--- src/rtl/up_counter_mod.sv ---
// Modulo up-counter with a small run-control FSM (IDLE / RUN / DONE).
// Counts from 0 up to max_val while up is high. In free-run mode it wraps
// back to 0 and pulses wrap; in one-shot mode it parks at max_val and
// raises done. The wrap output can drive the up input of a following
// stage to build a wider counter.
module up_counter_mod #(
  parameter int WIDTH = 4
) (
  input  logic             clk,
  input  logic             reset,
  input  logic             clr,
  input  logic             start,
  input  logic             oneshot,
  input  logic             up,
  input  logic             load,
  input  logic [WIDTH-1:0] load_val,
  input  logic [WIDTH-1:0] max_val,
  output logic [WIDTH-1:0] cout,
  output logic             tc,
  output logic             wrap,
  output logic             done,
  output logic             ovf,
  output logic             busy
);

  typedef enum logic [1:0] {
    IDLE = 2'd0,
    RUN  = 2'd1,
    DONE = 2'd2
  } state_t;

  localparam logic [WIDTH-1:0] ALL_ONES = '1;

  state_t state;
  logic   mode;   // 1 = one-shot, 0 = free-run; captured when start is accepted

  // Terminal-count flag follows the live max_val, so it is combinational.
  assign tc = (state == RUN) && (cout == max_val);

  // Run-control FSM, count register and registered status outputs.
  // Priority at each edge: reset > clr > start-accept (with optional load) > load > count.
  // A start that arrives together with load launches the run from load_val
  // instead of 0; outside of a start, load only overwrites the count.
  always_ff @(posedge clk) begin
    if (!reset) begin
      state <= IDLE;
      mode  <= 1'b0;
      cout  <= '0;
      wrap  <= 1'b0;
      done  <= 1'b0;
      ovf   <= 1'b0;
      busy  <= 1'b0;
    end else if (clr) begin
      state <= IDLE;
      cout  <= '0;
      wrap  <= 1'b0;
      done  <= 1'b0;
      ovf   <= 1'b0;
      busy  <= 1'b0;
    end else begin
      wrap <= 1'b0;
      if (start && (state != RUN)) begin
        state <= RUN;
        busy  <= 1'b1;
        done  <= 1'b0;
        mode  <= oneshot;
        cout  <= load ? load_val : '0;
      end else if (load) begin
        cout <= load_val;
      end else if ((state == RUN) && up) begin
        if (cout == max_val) begin
          if (mode) begin
            // One-shot: park at the limit and hand over to DONE.
            state <= DONE;
            busy  <= 1'b0;
            done  <= 1'b1;
          end else begin
            cout <= '0;
            wrap <= 1'b1;
            ovf  <= 1'b1;
          end
        end else if (cout == ALL_ONES) begin
          // Count sits above the limit (after a load or a max_val change):
          // roll over modulo 2^WIDTH in either mode and keep climbing.
          cout <= '0;
          wrap <= 1'b1;
          ovf  <= 1'b1;
        end else begin
          cout <= cout + 1'b1;
        end
      end
    end
  end

endmodule

--- config.mk ---
export PLATFORM = sky130hd
export DESIGN_NAME = up_counter_mod
export DESIGN_NICKNAME = d
export VERILOG_FILES = /design/src/rtl/up_counter_mod.sv
export SDC_FILE = /design/constraint.sdc
export NUM_CORES = 1
export LEC_CHECK = 0
export BUFFER_PORTS_ARGS = -buffer_cell sky130_fd_sc_hd__buf_2
export CAP_MARGIN = 10
export CORE_AREA = 2 2 39 41
export DETAILED_ROUTE_END_ITERATION = 8
export DIE_AREA = 0 0 41 43
export PLACE_DENSITY_LB_ADDON = 0.05
export SYNTH_ARGS = -nofsm -noshare
export SYNTH_HDL_FRONTEND = slang
export SYNTH_SLANG_ARGS = --single-unit
export TNS_END_PERCENT = 50
--- constraint.sdc ---
create_clock -name clk -period 2 [get_ports clk]
set_input_delay 0.2 -clock clk [delete_from_list [all_inputs] [get_ports clk]]
set_output_delay 0.2 -clock clk [all_outputs]
set_load 0.005 [all_outputs]
==> impl_metrics.json, run 1 <==
{
  "final-hold-violation-count": 0,
  "fmax_mhz": 543,
  "stdcell_area_sq_um": 688,
  "slowest_delay_ns": 0.61,
  "postSynthCellCount": 62,
  "max_slew_margin_pct": 63.6,
  "cts_buffer_depth": 2,
  "status": "finished, final reports clean",
  "clk_pin_slew_ns": 0.06,
  "yosysWarnings": 0,
  "drv_cap": 0,
  "core_sq_um": 1380,
  "min_period_over_period_pct": 92.0,
  "syn_avg_cell_area_sq_um": 8.50,
  "initial_utilization_pct": 38.1,
  "cts_root_buffer": "clkbuf_4",
  "worstPathRequired_ns": 1.80,
  "rsz0062_at_grt": "false",
  "drcViolationCount": 0,
  "overflow": 0,
  "hold_class": "input pin to flop",
  "crit_path_max_fanout": 8,
  "worstSkewPairLatency_ns": 0.26,
  "clock_sinks": 9,
  "grt_pass1_vias": 518,
  "crit_family": "simple AND/OR/NAND/NOR gates",
  "yosysMostFrequentCell": "dfxtp_1",
  "worst_slew_pin_slew_ns": 0.546,
  "slew_viol_final": 0,
  "power_uw": 402,
  "synth_edf_count": 0,
  "fin_util_pct": 49.7,
  "synth_common_cells": "dfxtp_1, nor2_1, a21oi_1, nand2_1",
  "num_rows": 14,
  "ir_drop_uv": 249,
  "ys_types": 26,
  "wire_per_inst_um": 12.0,
  "multi_input_area_sq_um": 332,
  "post-cts-setup-buffer-count": 0,
  "dieArea_sq_um": 1760,
  "fillers": 148,
  "port_buffers": 23,
  "drtIter0Drc": 7,
  "syn_area_sq_um": 527,
  "drive_above_1_share_pct": 33.7,
  "drtAntennaViolNets": 0,
  "path_cells": "xor2_1 -> or4_4 -> nor2_1 -> buf_2",
  "syn2layout_area_growth_pct": 30.6,
  "routed_via_density": 5.41,
  "grt_max_degree": 9,
  "ios": 24,
  "synth-seq-cells": 9,
  "grt_pass1_wl_um": 2070,
  "dp_hpwl_um": 989,
  "cts_tree": "yes",
  "slowest_stage": "or4_4",
  "cp.buffers_inverters": 1,
  "antenna_cells": 0,
  "p_leak_nw": 0.329,
  "ys.flop_type": "dfxtp_1",
  "firstDrtPassIters": 4,
  "dr_total_vias": 568,
  "dieHeight_um": 43,
  "seq_area_frac_synth_pct": 34.2,
  "path_class": "flop to output port",
  "grt_antenna_before_repair": 0,
  "netlist.top_cell.by_area": "dfxtp_1",
  "placed_area_sq_um": 658,
  "synth_fp_nets": 78,
  "startpoint_type": "flop",
  "ys_top_cells_by_area": "dfxtp_1, xor2_1, mux2i_1, a21oi_1, nor2_1",
  "yosysTopAreaCellShare_pct": 34.2,
  "endpoint_kind": "output port",
  "gp_congestion": 0.711,
  "async_flop_share_pct": 0,
  "cts_buffers": 3,
  "period_minus_slack_ns": 1.84,
  "seq_area_sq_um": 180,
  "final_net_count": 106,
  "setup_viol": 0,
  "p_per_area_nw_per_um2": 584,
  "setup_tns_ns": 0,
  "finalClockSkew_ns": 0.00156,
  "critPathArrivalTime_ns": 1.64,
  "htreeDepth": 1,
  "die_w_um": 41,
  "wirelength_um": 1260,
  "grt_usage_pct": 18.0
}
==> per-stage QoR <==
step                setup WS, ns  std cells  hold WS (ns)
floorplan                  0.297         62         0.328
global placement           0.184        101         0.438
detailed placement         0.164        101         0.443
CTS                      0.00904        105         0.170
global route              0.0578        105         0.192
finish                     0.159        105         0.177
==> flip-flops by register name, summed over array words and instances (netlist names) <==
register / cells
state: 2
wrap: 1
cout: 4
mode: 1
ovf: 1
==> per-layer routing <==
| metal | part of all wire (%) | up-vias | wire length (um) | global-route usage, % |
|---|---|---|---|---|
| met5 | 0 | - | 0 | 0 |
| li1 | - | 287 | - | - |
| met2 | 48 | 18 | 604 | 27.8 |
| met4 | 1.1 | 0 | 14 | 10.0 |
| met3 | 6.3 | 2 | 79 | 4.71 |
| met1 | 45 | 261 | 559 | 21.2 |
==> placed cells by master, fill, tap and decap left out, types with 2 or more instances in the layout <==
| cell type | netlist | routed |
|---|---|---|
| clkbuf_4 | 0 | 3 |
| a211oi_1 | 2 | 2 |
| inv_1 | 2 | 2 |
| a32o_1 | 2 | 2 |
| buf_2 | 0 | 23 |
| dfxtp_1 | 9 | 9 |
| a21oi_1 | 5 | 5 |
| nor2b_1 | 3 | 3 |
| nor2_1 | 6 | 6 |
| nand2_1 | 5 | 5 |
| mux2i_1 | 3 | 3 |
| nand2b_1 | 2 | 2 |
| xor2_1 | 4 | 4 |
| a21oi_2 | 2 | 2 |
| nand3_1 | 4 | 4 |
==> report_power, final <==
| group | switching [mW] | internal, mW |
|---|---|---|
| sequential | 0.00639 | 0.185 |
| clock | 0.0651 | 0.0770 |
| combinational | 0.0363 | 0.0327 |
| total | 0.108 | 0.294 |
==> final timing paths <==
kind               to  cells after the start  slack, ns     start
max                tc                      4       0.16   cout[1]
min              mode                      2       0.18     reset
min reg2reg  state[1]                      2       0.46  state[1]
max reg2reg   cout[3]                      4       0.30   cout[1]
==> logic make-up after synthesis <==
group / count (synthesis) / synth area share [%]
DFF: 9 / 34.2
muxes: 3 / 5.70
adders and majority gates: 1 / 2.37
xor gates and xnor gates: 4 / 6.65
and+or+nand+nor: 25 / 24.0
buffers and inverters: 3 / 3.56
AOI/OAI and AO/OA: 17 / 23.5
==> cell type report <==
class                   instances  share of cell area, %
flip-flops and latches          9                   26.2
repair buffers                 24                   17.8
well taps                      16                   2.91
inverters                       2                   1.09
clock buffers                   4                   3.82
multi-input cells              50                   48.2
==> repair_timing <==
item / CTS / global route
setup endpoints to repair: 0 / 1
hold endpoints to repair: 0 / 0
hold buffers: 0 / 0
resized for setup: 0 / 1
(Power assumes the default switching activity.)
==> run 2, diff against run 1 <==
--- a/config.mk
+++ b/config.mk
@@ -5,11 +5,11 @@
 export SDC_FILE = /design/constraint.sdc
 export NUM_CORES = 1
 export LEC_CHECK = 0
+export ABC_AREA = 1
 export BUFFER_PORTS_ARGS = -buffer_cell sky130_fd_sc_hd__buf_2
 export CAP_MARGIN = 10
-export CORE_AREA = 2 2 39 41
+export CORE_UTILIZATION = 46
 export DETAILED_ROUTE_END_ITERATION = 8
-export DIE_AREA = 0 0 41 43
 export PLACE_DENSITY_LB_ADDON = 0.05
 export SYNTH_ARGS = -nofsm -noshare
 export SYNTH_HDL_FRONTEND = slang
==> run 2 against run 1 <==
Combinational power grew 31%. Highest routed layer unchanged. Non-clock buffer count stayed put. Sequential share of layout area shrank 2.9 points. Routed wire length is 11% higher. First-iteration DRC count grew to 3.0 times the previous value. Clock power is 5% higher. Clock-buffer cell count unchanged. Worst hold slack improved by 0.0070 ns. Global-route usage grew 3.1 points. Via count is 26% higher. Critical path depth up 3.
==> impl_metrics.json, run 2 <==
{
  "period_minus_slack_ns": 1.63,
  "postSynthCellCount": 104,
  "most-common-layout-cells": "nand2_1, buf_2, nor2_1",
  "synth_common_cells": "nand2_1, nor2_1, inv_1, nand3_1, dfxtp_1",
  "syn_avg_cell_area_sq_um": 5.85,
  "num_rows": 12,
  "drtAntennaViolNets": 0,
  "grt_pass1_wl_um": 2080,
  "max_slew_margin_pct": 81.4,
  "synth-seq-cells": 9,
  "hold_class": "input pin to flop",
  "final_net_count": 149,
  "grt_usage_pct": 21.1,
  "final-hold-violation-count": 0,
  "routed_via_density": 4.89,
  "yosysMostFrequentCell": "nand2_1",
  "dp_hpwl_um": 1070,
  "slew_viol_final": 0,
  "ys_types": 16,
  "dr_total_vias": 714,
  "min_path_cells": 3,
  "r2r-start": "cout[2]",
  "fin_ws_ns": 0.372,
  "fmax_mhz": 614,
  "crit_path_max_fanout": 7,
  "worstPathRequired_ns": 1.80,
  "finalClockSkew_ns": 0.000673,
  "ir_drop_uv": 402,
  "netlist.top_cell.by_area": "dfxtp_1",
  "clk_pin_slew_ns": 0.07,
  "hold_path_startpoint": "reset",
  "critPathArrivalTime_ns": 1.43,
  "core_sq_um": 1170,
  "r2r_cells": 9,
  "yosysTopAreaCellShare_pct": 29.6,
  "ios": 24,
  "reg2reg_to": "cout[1]",
  "cts_root_buffer": "clkbuf_4",
  "cts_tree": "yes",
  "ff2ff_setup_slack_ns": 0.67,
  "grt_antenna_before_repair": 0,
  "drcViolationCount": 0,
  "p_leak_nw": 0.452,
  "path_class": "flop to output port",
  "syn2layout_area_growth_pct": 27.4,
  "min_period_over_period_pct": 81.4,
  "cts_buffers": 3,
  "yosysWarnings": 0,
  "overflow": 0,
  "postCtsHoldBufs": 0,
  "ys.flop_type": "dfxtp_1",
  "initial_utilization_pct": 51.9,
  "worst_slew_pin_slew_ns": 0.279,
  "gp_congestion": 0.868,
  "p_per_area_nw_per_um2": 561,
  "largestRegisters": "cout: 4 flops, state: 2 flops",
  "worstHoldEndpoint": "mode",
  "clock_sinks": 9,
  "setup_viol": 0,
  "syn_area_sq_um": 608,
  "grt_pass1_vias": 529,
  "die_w_um": 38.4,
  "seq_area_frac_synth_pct": 29.6,
  "cts_resized": 0,
  "async_flop_share_pct": 0,
  "regMostFlops": "cout",
  "drv_cap": 0,
  "startpoint_type": "flop",
  "largest_reg_flops": 4,
  "pre_cts_slack_ns": 0.680,
  "wirelength_um": 1400,
  "synth_edf_count": 0,
  "port_buffers": 23,
  "rsz0062_at_grt": "false",
  "dieArea_sq_um": 1470,
  "cts_buffer_depth": 2,
  "final_common_cell": "nand2_1",
  "antenna_cells": 0,
  "htreeDepth": 1,
  "drtIter0Drc": 21,
  "worstSkewPairLatency_ns": 0.27,
  "drive_above_1_share_pct": 28.8,
  "firstDrtPassIters": 4,
  "grt_max_degree": 8,
  "status": "finished, final reports clean",
  "synth_fp_nets": 120,
  "post-cts-setup-buffer-count": 0,
  "ys_top_cells_by_area": "dfxtp_1, nand2_1, nor2_1, nand3_1, inv_1",
  "setup_tns_ns": 0,
  "endpoint_kind": "output port",
  "wire_per_inst_um": 9.57,
  "dieHeight_um": 38.4
}
-- run 2: layer usage --
| layer | vias to the layer above | share of wire, % | track usage [%] |
|---|---|---|---|
| li1 | 377 | - | - |
| met1 | 303 | 50 | 26.3 |
| met2 | 30 | 42 | 32.2 |
| met3 | 4 | 6.6 | 5.23 |
| met4 | 0 | 1.7 | 12.9 |
| met5 | - | 0 | 0 |
-- run 2: report_power, final --
part           switching (mW)  internal [mW]
combinational          0.0517         0.0385
sequential            0.00894          0.186
clock                  0.0723         0.0772
total                   0.133          0.301
-- run 2: worst max path at each step --
stage                        from       to  slack [ns]
after global routing      cout[2]       tc        0.31
after CTS                 cout[2]       tc        0.38
final                     cout[2]       tc        0.37
after detailed placement  cout[2]       tc        0.68
after floorplan           cout[2]  cout[3]        0.82
after global placement    cout[2]       tc        0.70
-- run 2: kinds of logic (layout without fill, tap and decap cells) --
kind of cell | Yosys count | count (layout) | share of synthesized area, %
xor+xnor | 1 | 1 | 1.44
compound gates | 4 | 4 | 3.29
flops | 9 | 9 | 29.6
buf+inv | 16 | 44 | 9.88
fa+ha+maj | 1 | 1 | 2.06
simple gates | 73 | 73 | 53.7
-- run 2: final cells by class --
class	instances	area, sq um
fillers	120	397
clock buffers	4	26.3
well taps	14	17.5
multi-input cells	79	368
flip-flops and latches	9	180
repair buffers	24	123
inverters	16	60.1
-- run 2: worst max-delay path, cell delays in order, from the launching register on --
cell,delay (ns)
dfxtp_1,0.48
inv_2,0.07
nand2_1,0.08
nand2_2,0.07
nor2_4,0.13
nand2_2,0.11
nor2_1,0.11
buf_2,0.12
-- run 2: stage by stage --
stage	cells	area, sq um	power, mW	hold WS [ns]	util, %
2_1_floorplan	104	608	0.255	0.338	-
3_3_place_gp	142	748	0.288	0.433	63.9
3_5_place_dp	142	748	0.288	0.439	63.9
4_1_cts	146	774	0.436	0.183	66.1
5_1_grt	146	774	0.459	0.207	66.1
6_report	146	774	0.434	0.184	66.1
